===== src/rtl/fifo_uart_tx.sv =====
// fifo_uart_tx: serial transmit stage between the TX FIFO and the TX pin.
// Pops one word per frame through the FIFO read-enable / registered-data port
// and sends it as: start bit, WORD_LEN data bits LSB first, optional parity,
// then STOP_BITS stop bits. Each bit lasts CLKS_PER_BIT = CLK_FREQ/BAUD clocks.
//
// Ports:
//   clk         system clock, all state on the rising edge
//   rst         asynchronous active-low reset
//   en          start gate; a frame already in progress always completes
//   fifo_empty  FIFO empty flag, looked at only while idle
//   fifo_data   FIFO registered read data, valid the cycle after fifo_re
//   fifo_re     FIFO read enable, one-cycle pulse per word
//   tx          serial line, idle high
//   busy        high whenever the transmitter is not idle
//   done        one-cycle pulse on the last clock of the final stop bit
module fifo_uart_tx #(
    parameter int unsigned CLK_FREQ  = 50000000,
    parameter int unsigned BAUD      = 115200,
    parameter int unsigned WORD_LEN  = 8,
    parameter int unsigned PARITY    = 0,
    parameter int unsigned STOP_BITS = 1
) (
    input  logic                clk,
    input  logic                rst,
    input  logic                en,
    input  logic                fifo_empty,
    input  logic [WORD_LEN-1:0] fifo_data,
    output logic                fifo_re,
    output logic                tx,
    output logic                busy,
    output logic                done
);

    localparam int unsigned CLKS_PER_BIT = CLK_FREQ / BAUD;
    localparam int unsigned CNT_W        = $clog2(CLKS_PER_BIT);
    localparam int unsigned BIT_W        = $clog2(WORD_LEN) + 1;

    localparam logic [CNT_W-1:0] CNT_LAST   = CNT_W'(CLKS_PER_BIT - 1);
    localparam logic [BIT_W-1:0] DATA_LAST  = BIT_W'(WORD_LEN - 1);
    localparam logic [BIT_W-1:0] STOP_LAST  = BIT_W'(STOP_BITS - 1);
    localparam logic             HAS_PARITY = (PARITY != 0);
    localparam logic             ODD_PARITY = (PARITY == 2);

    typedef enum logic [2:0] {
        ST_IDLE,
        ST_FETCH,
        ST_LOAD,
        ST_START,
        ST_DATA,
        ST_PARITY,
        ST_STOP
    } state_e;

    state_e              state_q, state_d;
    logic [CNT_W-1:0]    cnt_q, cnt_d;
    logic [BIT_W-1:0]    bit_q, bit_d;
    logic [WORD_LEN-1:0] shift_q, shift_d;
    logic                par_q, par_d;
    logic                armed_q, armed_d;
    logic                tx_q, tx_d;
    logic                re_q, re_d;
    logic                busy_q, busy_d;
    logic                done_q, done_d;
    logic                bit_end;

    // Last clock of the current bit period.
    assign bit_end = (cnt_q == CNT_LAST);

    // Next-state logic; outputs are computed from the next state so that
    // they are registered and line up with the state they belong to.
    always_comb begin
        state_d = state_q;
        cnt_d   = cnt_q;
        bit_d   = bit_q;
        shift_d = shift_q;
        par_d   = par_q;
        // armed_q holds off the first fetch by one edge after reset release.
        armed_d = 1'b1;

        case (state_q)
            ST_IDLE: begin
                if (armed_q && en && !fifo_empty) begin
                    state_d = ST_FETCH;
                end
            end

            ST_FETCH: begin
                state_d = ST_LOAD;
            end

            ST_LOAD: begin
                // Parity is taken from the captured word before shifting starts.
                shift_d = fifo_data;
                par_d   = (^fifo_data) ^ ODD_PARITY;
                cnt_d   = '0;
                bit_d   = '0;
                state_d = ST_START;
            end

            ST_START: begin
                if (bit_end) begin
                    cnt_d   = '0;
                    state_d = ST_DATA;
                end else begin
                    cnt_d = cnt_q + 1'b1;
                end
            end

            ST_DATA: begin
                if (bit_end) begin
                    cnt_d   = '0;
                    shift_d = shift_q >> 1;
                    if (bit_q == DATA_LAST) begin
                        bit_d   = '0;
                        state_d = HAS_PARITY ? ST_PARITY : ST_STOP;
                    end else begin
                        bit_d = bit_q + 1'b1;
                    end
                end else begin
                    cnt_d = cnt_q + 1'b1;
                end
            end

            ST_PARITY: begin
                if (bit_end) begin
                    cnt_d   = '0;
                    state_d = ST_STOP;
                end else begin
                    cnt_d = cnt_q + 1'b1;
                end
            end

            ST_STOP: begin
                // bit_q counts stop bits here.
                if (bit_end) begin
                    cnt_d = '0;
                    if (bit_q == STOP_LAST) begin
                        bit_d   = '0;
                        state_d = ST_IDLE;
                    end else begin
                        bit_d = bit_q + 1'b1;
                    end
                end else begin
                    cnt_d = cnt_q + 1'b1;
                end
            end

            default: begin
                state_d = ST_IDLE;
                cnt_d   = '0;
                bit_d   = '0;
            end
        endcase

        re_d   = (state_d == ST_FETCH);
        busy_d = (state_d != ST_IDLE);
        done_d = (state_d == ST_STOP) && (bit_d == STOP_LAST) && (cnt_d == CNT_LAST);

        case (state_d)
            ST_START:  tx_d = 1'b0;
            ST_DATA:   tx_d = shift_d[0];
            ST_PARITY: tx_d = par_d;
            default:   tx_d = 1'b1;
        endcase
    end

    // State and output registers.
    always_ff @(posedge clk or negedge rst) begin
        if (!rst) begin
            state_q <= ST_IDLE;
            cnt_q   <= '0;
            bit_q   <= '0;
            shift_q <= '0;
            par_q   <= 1'b0;
            armed_q <= 1'b0;
            tx_q    <= 1'b1;
            re_q    <= 1'b0;
            busy_q  <= 1'b0;
            done_q  <= 1'b0;
        end else begin
            state_q <= state_d;
            cnt_q   <= cnt_d;
            bit_q   <= bit_d;
            shift_q <= shift_d;
            par_q   <= par_d;
            armed_q <= armed_d;
            tx_q    <= tx_d;
            re_q    <= re_d;
            busy_q  <= busy_d;
            done_q  <= done_d;
        end
    end

    assign fifo_re = re_q;
    assign tx      = tx_q;
    assign busy    = busy_q;
    assign done    = done_q;

endmodule

===== config.mk =====
export PLATFORM = sky130hd
export DESIGN_NAME = fifo_uart_tx
export DESIGN_NICKNAME = d
export VERILOG_FILES = /design/src/rtl/fifo_uart_tx.sv
export SDC_FILE = /design/constraint.sdc
export NUM_CORES = 1
export LEC_CHECK = 0
export BUFFER_PORTS_ARGS = -buffer_cell sky130_fd_sc_hd__buf_2
export CAP_MARGIN = 15
export CORE_ASPECT_RATIO = 2
export CORE_UTILIZATION = 30
export DETAILED_ROUTE_END_ITERATION = 10
export PLACE_DENSITY = 0.53
export SYNTH_ARGS = -nofsm -noshare
export SYNTH_HDL_FRONTEND = slang
export SYNTH_SLANG_ARGS = --single-unit

===== constraint.sdc =====
create_clock -name clk -period 2 [get_ports clk]
set_input_delay 0.3 -clock clk [delete_from_list [all_inputs] [get_ports clk]]
set_output_delay 0.3 -clock clk [all_outputs]
set_load 0.01 [all_outputs]

[Yosys cells after proc, flatten, opt, wreduce, memory -nomap -nowiden]
Index checks and enable logic that the tools add are counted.
Word-level totals
  register bits after elaboration: 30
  input bits: 12
  output and inout port bits: 4
  logic and storage cells: 62
Cells by class
  add/subtract/negate cells: 2
  eq/ne operators: 15
  mux-type cells: 19
  reductions and logical operators: 15
Operator list (count)
  $mux W3: 7
  $pmux W3 S7: 1
  $eq A3 B3 Y1 const B: 6
  $eq A9 B9 Y1 const B: 2
  $pmux W9 S2: 1
  $mux W4: 4
  $pmux W8 S2: 1
  $pmux W4 S3: 1
  $add A9 B1 Y9 const B: 1
  $eq A3 B2 Y1 const B: 3
  $mux W9: 1
  $logic_not A4 Y1: 2
  $mux W8: 1
  $reduce_or A4 Y1: 2
  $reduce_xor A8 Y1: 1
  $eq A3 B1 Y1 const B: 2
  $add A4 B1 Y4 const B: 1
  $eq A4 B3 Y1 const B: 1
  $logic_and A1 B1 Y1: 4
  $logic_not A3 Y1: 1
  $pmux W1 S3: 1
  $reduce_bool A3 Y1: 1
  $ne A2 B2 Y1 const B: 1
  $reduce_and A2 Y1: 1
  4 further kinds: 4

[Depth between registers and ports, before layout]
  word-level depth: 7
  gate-level depth with buffers: 9
  mapped depth without buffers: 8

[Worst setup path before layout]
Ideal clock, no wire load.
  path type: register to register
  start: register cnt_q[0]
  end: register tx_q (netlist: tx)
  arrival time: 1.890 ns
  required time: 1.917 ns
  slack: 0.027 ns
  stages on the path, launching flop included: 8
  buffers on the path: 0
  period minus slack after synthesis: 1.973 ns
  path through: dfrtp_1 > ha_1 > nand4bb_1 > nor4_4 > nor2_2 > a221oi_2 > a21oi_1 > a221o_1
On the way
  word-level cells in the longest chain between the ends: 5
  elaborated cells between the ends (all ways): 12
  classes of those cells: eq/ne: 4; mux: 8
Ends and longest elaborated chain
  start, declared: RTL line 55  | logic [CNT_W-1:0] cnt_q, cnt_d;
  start signal, assigned: RTL line 182  | cnt_q <= cnt_d;
  $eq A9 B9 Y1 (*): RTL line 67  | assign bit_end = (cnt_q == CNT_LAST);
  $mux W3, on equally long branches
  $pmux W3 S7: RTL line 80  | case (state_q)
  $eq A3 B3 Y1 / $eq A3 B2 Y1 (equally long branches): RTL line 159  | case (state_d)
  $pmux W1 S3 (*): RTL line 159
  named net tx_d: RTL line 60  | logic tx_q, tx_d;
  end signal, assigned: RTL line 187  | tx_q <= tx_d;
  end, declared: RTL line 60
The timed path passes the listed nets; every way through them passes the cells marked *. The select of a mux whose other input is x is not followed.
A chain may end at the register's enable or synchronous reset.

[Final worst setup path]
  start: register cnt_q[0]
  end: register done_q (netlist: done)
On the way
  elaborated cells between the ends (all ways): 17
  classes of those cells: add/sub: 1; eq/ne: 3; mux: 10; reduce/logical: 3
RTL lines
  $add A9 B1 Y9 / $eq A9 B9 Y1 (equally long branches)
  $mux W9 (*)
  $pmux W9 S2 (*): RTL line 80
  named net cnt_d[6]: RTL line 55
  $eq A9 B9 Y1 (*): RTL line 157  | done_d = (state_d == ST_STOP) && (bit_d == STOP_LAST) && (cnt_d == CNT_LAST);
  $logic_and A1 B1 Y1 (*): RTL line 157
  named net done_d: RTL line 63  | logic done_q, done_d;
  end signal, assigned: RTL line 190  | done_q <= done_d;
  end, declared: RTL line 63
The timed path passes the listed nets; every way through them passes the cells marked *.

==> impl_metrics.toml <==
[status]
outcome = "finished, violations left"
violations = "setup timing"

[layout]
final_layout_size_suffix_gt1_share_pct = 34.0
stdcell_area_sq_um = 2450
nNetsFinal = 262
post-route-util_pct = 40.4
area_delta_synth_final_pct = 28.6
diodes = 0
final_common_cell = "buf_4"
final_cell_mix = "buf_4 (32), nand2_1 (28), dfrtp_1 (28), buf_2 (15), o21ai_0 (14)"

[grt]
antenna_found_initial = 0
grt_use_met3_pct = 3.73
grt_max_degree = 31
use_met2_pct = 32.0
gr-total-overflow = 0
met1_usage_pct = 14.6
grt_first_pass_wirelength_mm = 8.27
globalRouteTotalUtil_pct = 17.1
busiest_layer = "met2"
grt_pass1_vias = 1775

[placement]
dpl.hpwl_mm = 3.74
gp_congestion = 0.819
place_area_sq_um = 2200
post-place-ws_ns = -0.175
io_buffers = 15

[cts]
cts_tree = "built"
cts_buffers = 5
clock_sinks = 30
insertion_delay_ns = 0.29
hold_buffers = 0
clockBufferDepth = 2
path_clk_slew_ns = 0.05
clk_root_buffer_cell = "clkbuf_16"
htree_levels = 2

[worst_setup_path]
startpoint_type = "flip-flop"
critical_path_arrival_ns = 2.21
cp-end-kind = "flip-flop"
critPathMaxStageDelay_ns = 0.40
crit_slowest_cell = "dfrtp_1"
critical_path_required_ns = 2.19
path_cells = "ha_1 > and3_1 > and3_2 > nor3b_1 > a21o_2 > nand4bb_1 > nor4_2"
cp_max_fo = 5
crit_type = "flip-flop to flip-flop"

[sta]
setup_slack_ns = -0.0146
skew_ns = 0.00344
drv_slew = 0
hold_violations = 0
finalCritPeriodShare_pct = 101
rsz0062_at_grt = "yes"
worst_pin_slew_ns = 0.720
timing.fmax_mhz = 496
finalSetupViolations = 1
slew_headroom_pct = 52.0
period_minus_slack_ns = 2.01

[pwr]
total_power_uw = 2780
powerDensity_nw_per_um2 = 1140
ir_drop_mv = 0.568
p_leak_uw = 0.00108

[floorplan]
row_count = 40
die_area_sq_um = 6690
die_w_microns = 58.3
core-area_sq_um = 6060
ios = 16
initial_utilization_pct = 31.4
die_y_microns = 115

[yosys]
synth_edf_count = 0
synth_warnings = 0
yosysSeqAreaShare_pct = 39.5
synthCells = 201
async_reset_ff_share_pct = 100
synth_ff_type = "dfrtp_1"
syn_area_per_cell_sq_um = 9.47
syn_area_sq_um = 1900
synth_fp_nets = 217
ys_seq_elements = 30
yosysUniqueCellTypes = 62

[detailed_routing]
drt_iter0_markers = 65
via_per_inst = 5.03
drc = 0
drt_wl_total_mm = 4.99
dr.pass1.iters = 4
num_vias = 1665
drt-wirelength-per-cell_microns = 15.1
ant_nets = 0

[min_path]
hold_path.class = "input port to asynchronous set/reset pin"

[run]
max_cap_viol_count = 0
[worst max-delay path, delay by kind of cell (launching register included)]
kind | cells | cell delay, ns
flops | 1 | 0.40
fa+ha+maj | 1 | 0.24
simple gates | 5 | 1.10
compound gates | 1 | 0.19
[final cells by class]
class                   count  area, sq um
clock buffers               6          139
flip-flops and latches     30          753
well taps                  84          105
fillers                   607         3610
clock inverters             2         12.5
repair buffers             47          315
multi-input cells         152         1080
inverters                  10         37.5
[power breakdown]
part | switching [uW] | leakage [uW] | internal (uW) | total (uW)
combinational | 540 | 0.000632 | 559 | 1100
clock | 291 | 0.0000729 | 492 | 783
sequential | 123 | 0.000373 | 773 | 896
total | 954 | 0.00108 | 1820 | 2780
[state kept, by name, indices dropped and copies added (netlist names), 3 cells and up]
name / count
state_q: 3
cnt_q: 9
shift_q: 8
bit_q: 4
[repair_timing]
item	4_1_cts	5_1_grt
resized for setup	9	4
buffers inserted	6	1
endpoints found under the setup margin	2	3
pin swaps	8	0
[cells by family (layout without fill, tap and decap cells)]
| group | after synthesis | count (layout) | share of synthesized area [%] |
|---|---|---|---|
| other | 1 | 1 | 0.197 |
| AOI/OAI and AO/OA | 60 | 60 | 22.2 |
| muxes | 1 | 1 | 0.526 |
| adders and majority gates | 4 | 4 | 2.63 |
| buffers and inverters | 19 | 65 | 5.85 |
| xor gates and xnor gates | 9 | 9 | 4.14 |
| and+or+nand+nor | 77 | 77 | 24.9 |
| DFF | 30 | 30 | 39.5 |
[synthesized netlist by cell type (all sizes together) (3+ instances only)]
cell | count | area [sq um]
a21oi | 12 | 60.1
a22oi | 7 | 57.6
buf | 5 | 48.8
clkbuf | 4 | 25.0
dfrtp | 29 | 726
ha | 4 | 50.1
inv | 10 | 37.5
nand2 | 29 | 109
nand2b | 5 | 38.8
nand3 | 6 | 30.0
nand4 | 3 | 18.8
nor2 | 10 | 40.0
nor4 | 3 | 40.0
o21ai | 16 | 91.3
o22ai | 4 | 25.0
xnor2 | 9 | 78.8
[final timing paths]
check	start	endpoint	slack (ns)	cells past startpoint
setup / recovery	cnt_q[0]$_DFF_PN0_	done$_DFF_PN0_	-0.01	7
hold / removal	rst	bit_q[1]$_DFF_PN0_	0.06	1
setup reg to reg	cnt_q[0]$_DFF_PN0_	done$_DFF_PN0_	-0.01	7
hold reg to reg	shift_q[5]$_DFFE_PN0P_	shift_q[5]$_DFFE_PN0P_	0.47	2
max in group asynchronous	rst	state_q[2]$_DFF_PN0_	1.42	1
min in group clk	fifo_empty	fifo_re$_DFF_PN0_	0.22	2
[stage by stage]
stage	std cells	hold WS (ns)	setup TNS (ns)
2_1_floorplan	201	0.00441	0
3_3_place_gp	316	0.398	-0.109
3_5_place_dp	316	0.406	-0.175
4_1_cts	330	0.0936	-0.0194
5_1_grt	331	0.122	-0.226
6_report	331	0.0644	-0.0146
[layer usage]
metal | vias up | share of wire (%) | routed length (microns)
li1 | 823 | - | -
met1 | 797 | 34 | 1700
met2 | 28 | 58 | 2880
met3 | 17 | 2.7 | 133
met4 | 0 | 5.7 | 282
met5 | - | 0 | 0
Note: power is estimated with default switching activity, not from simulation.
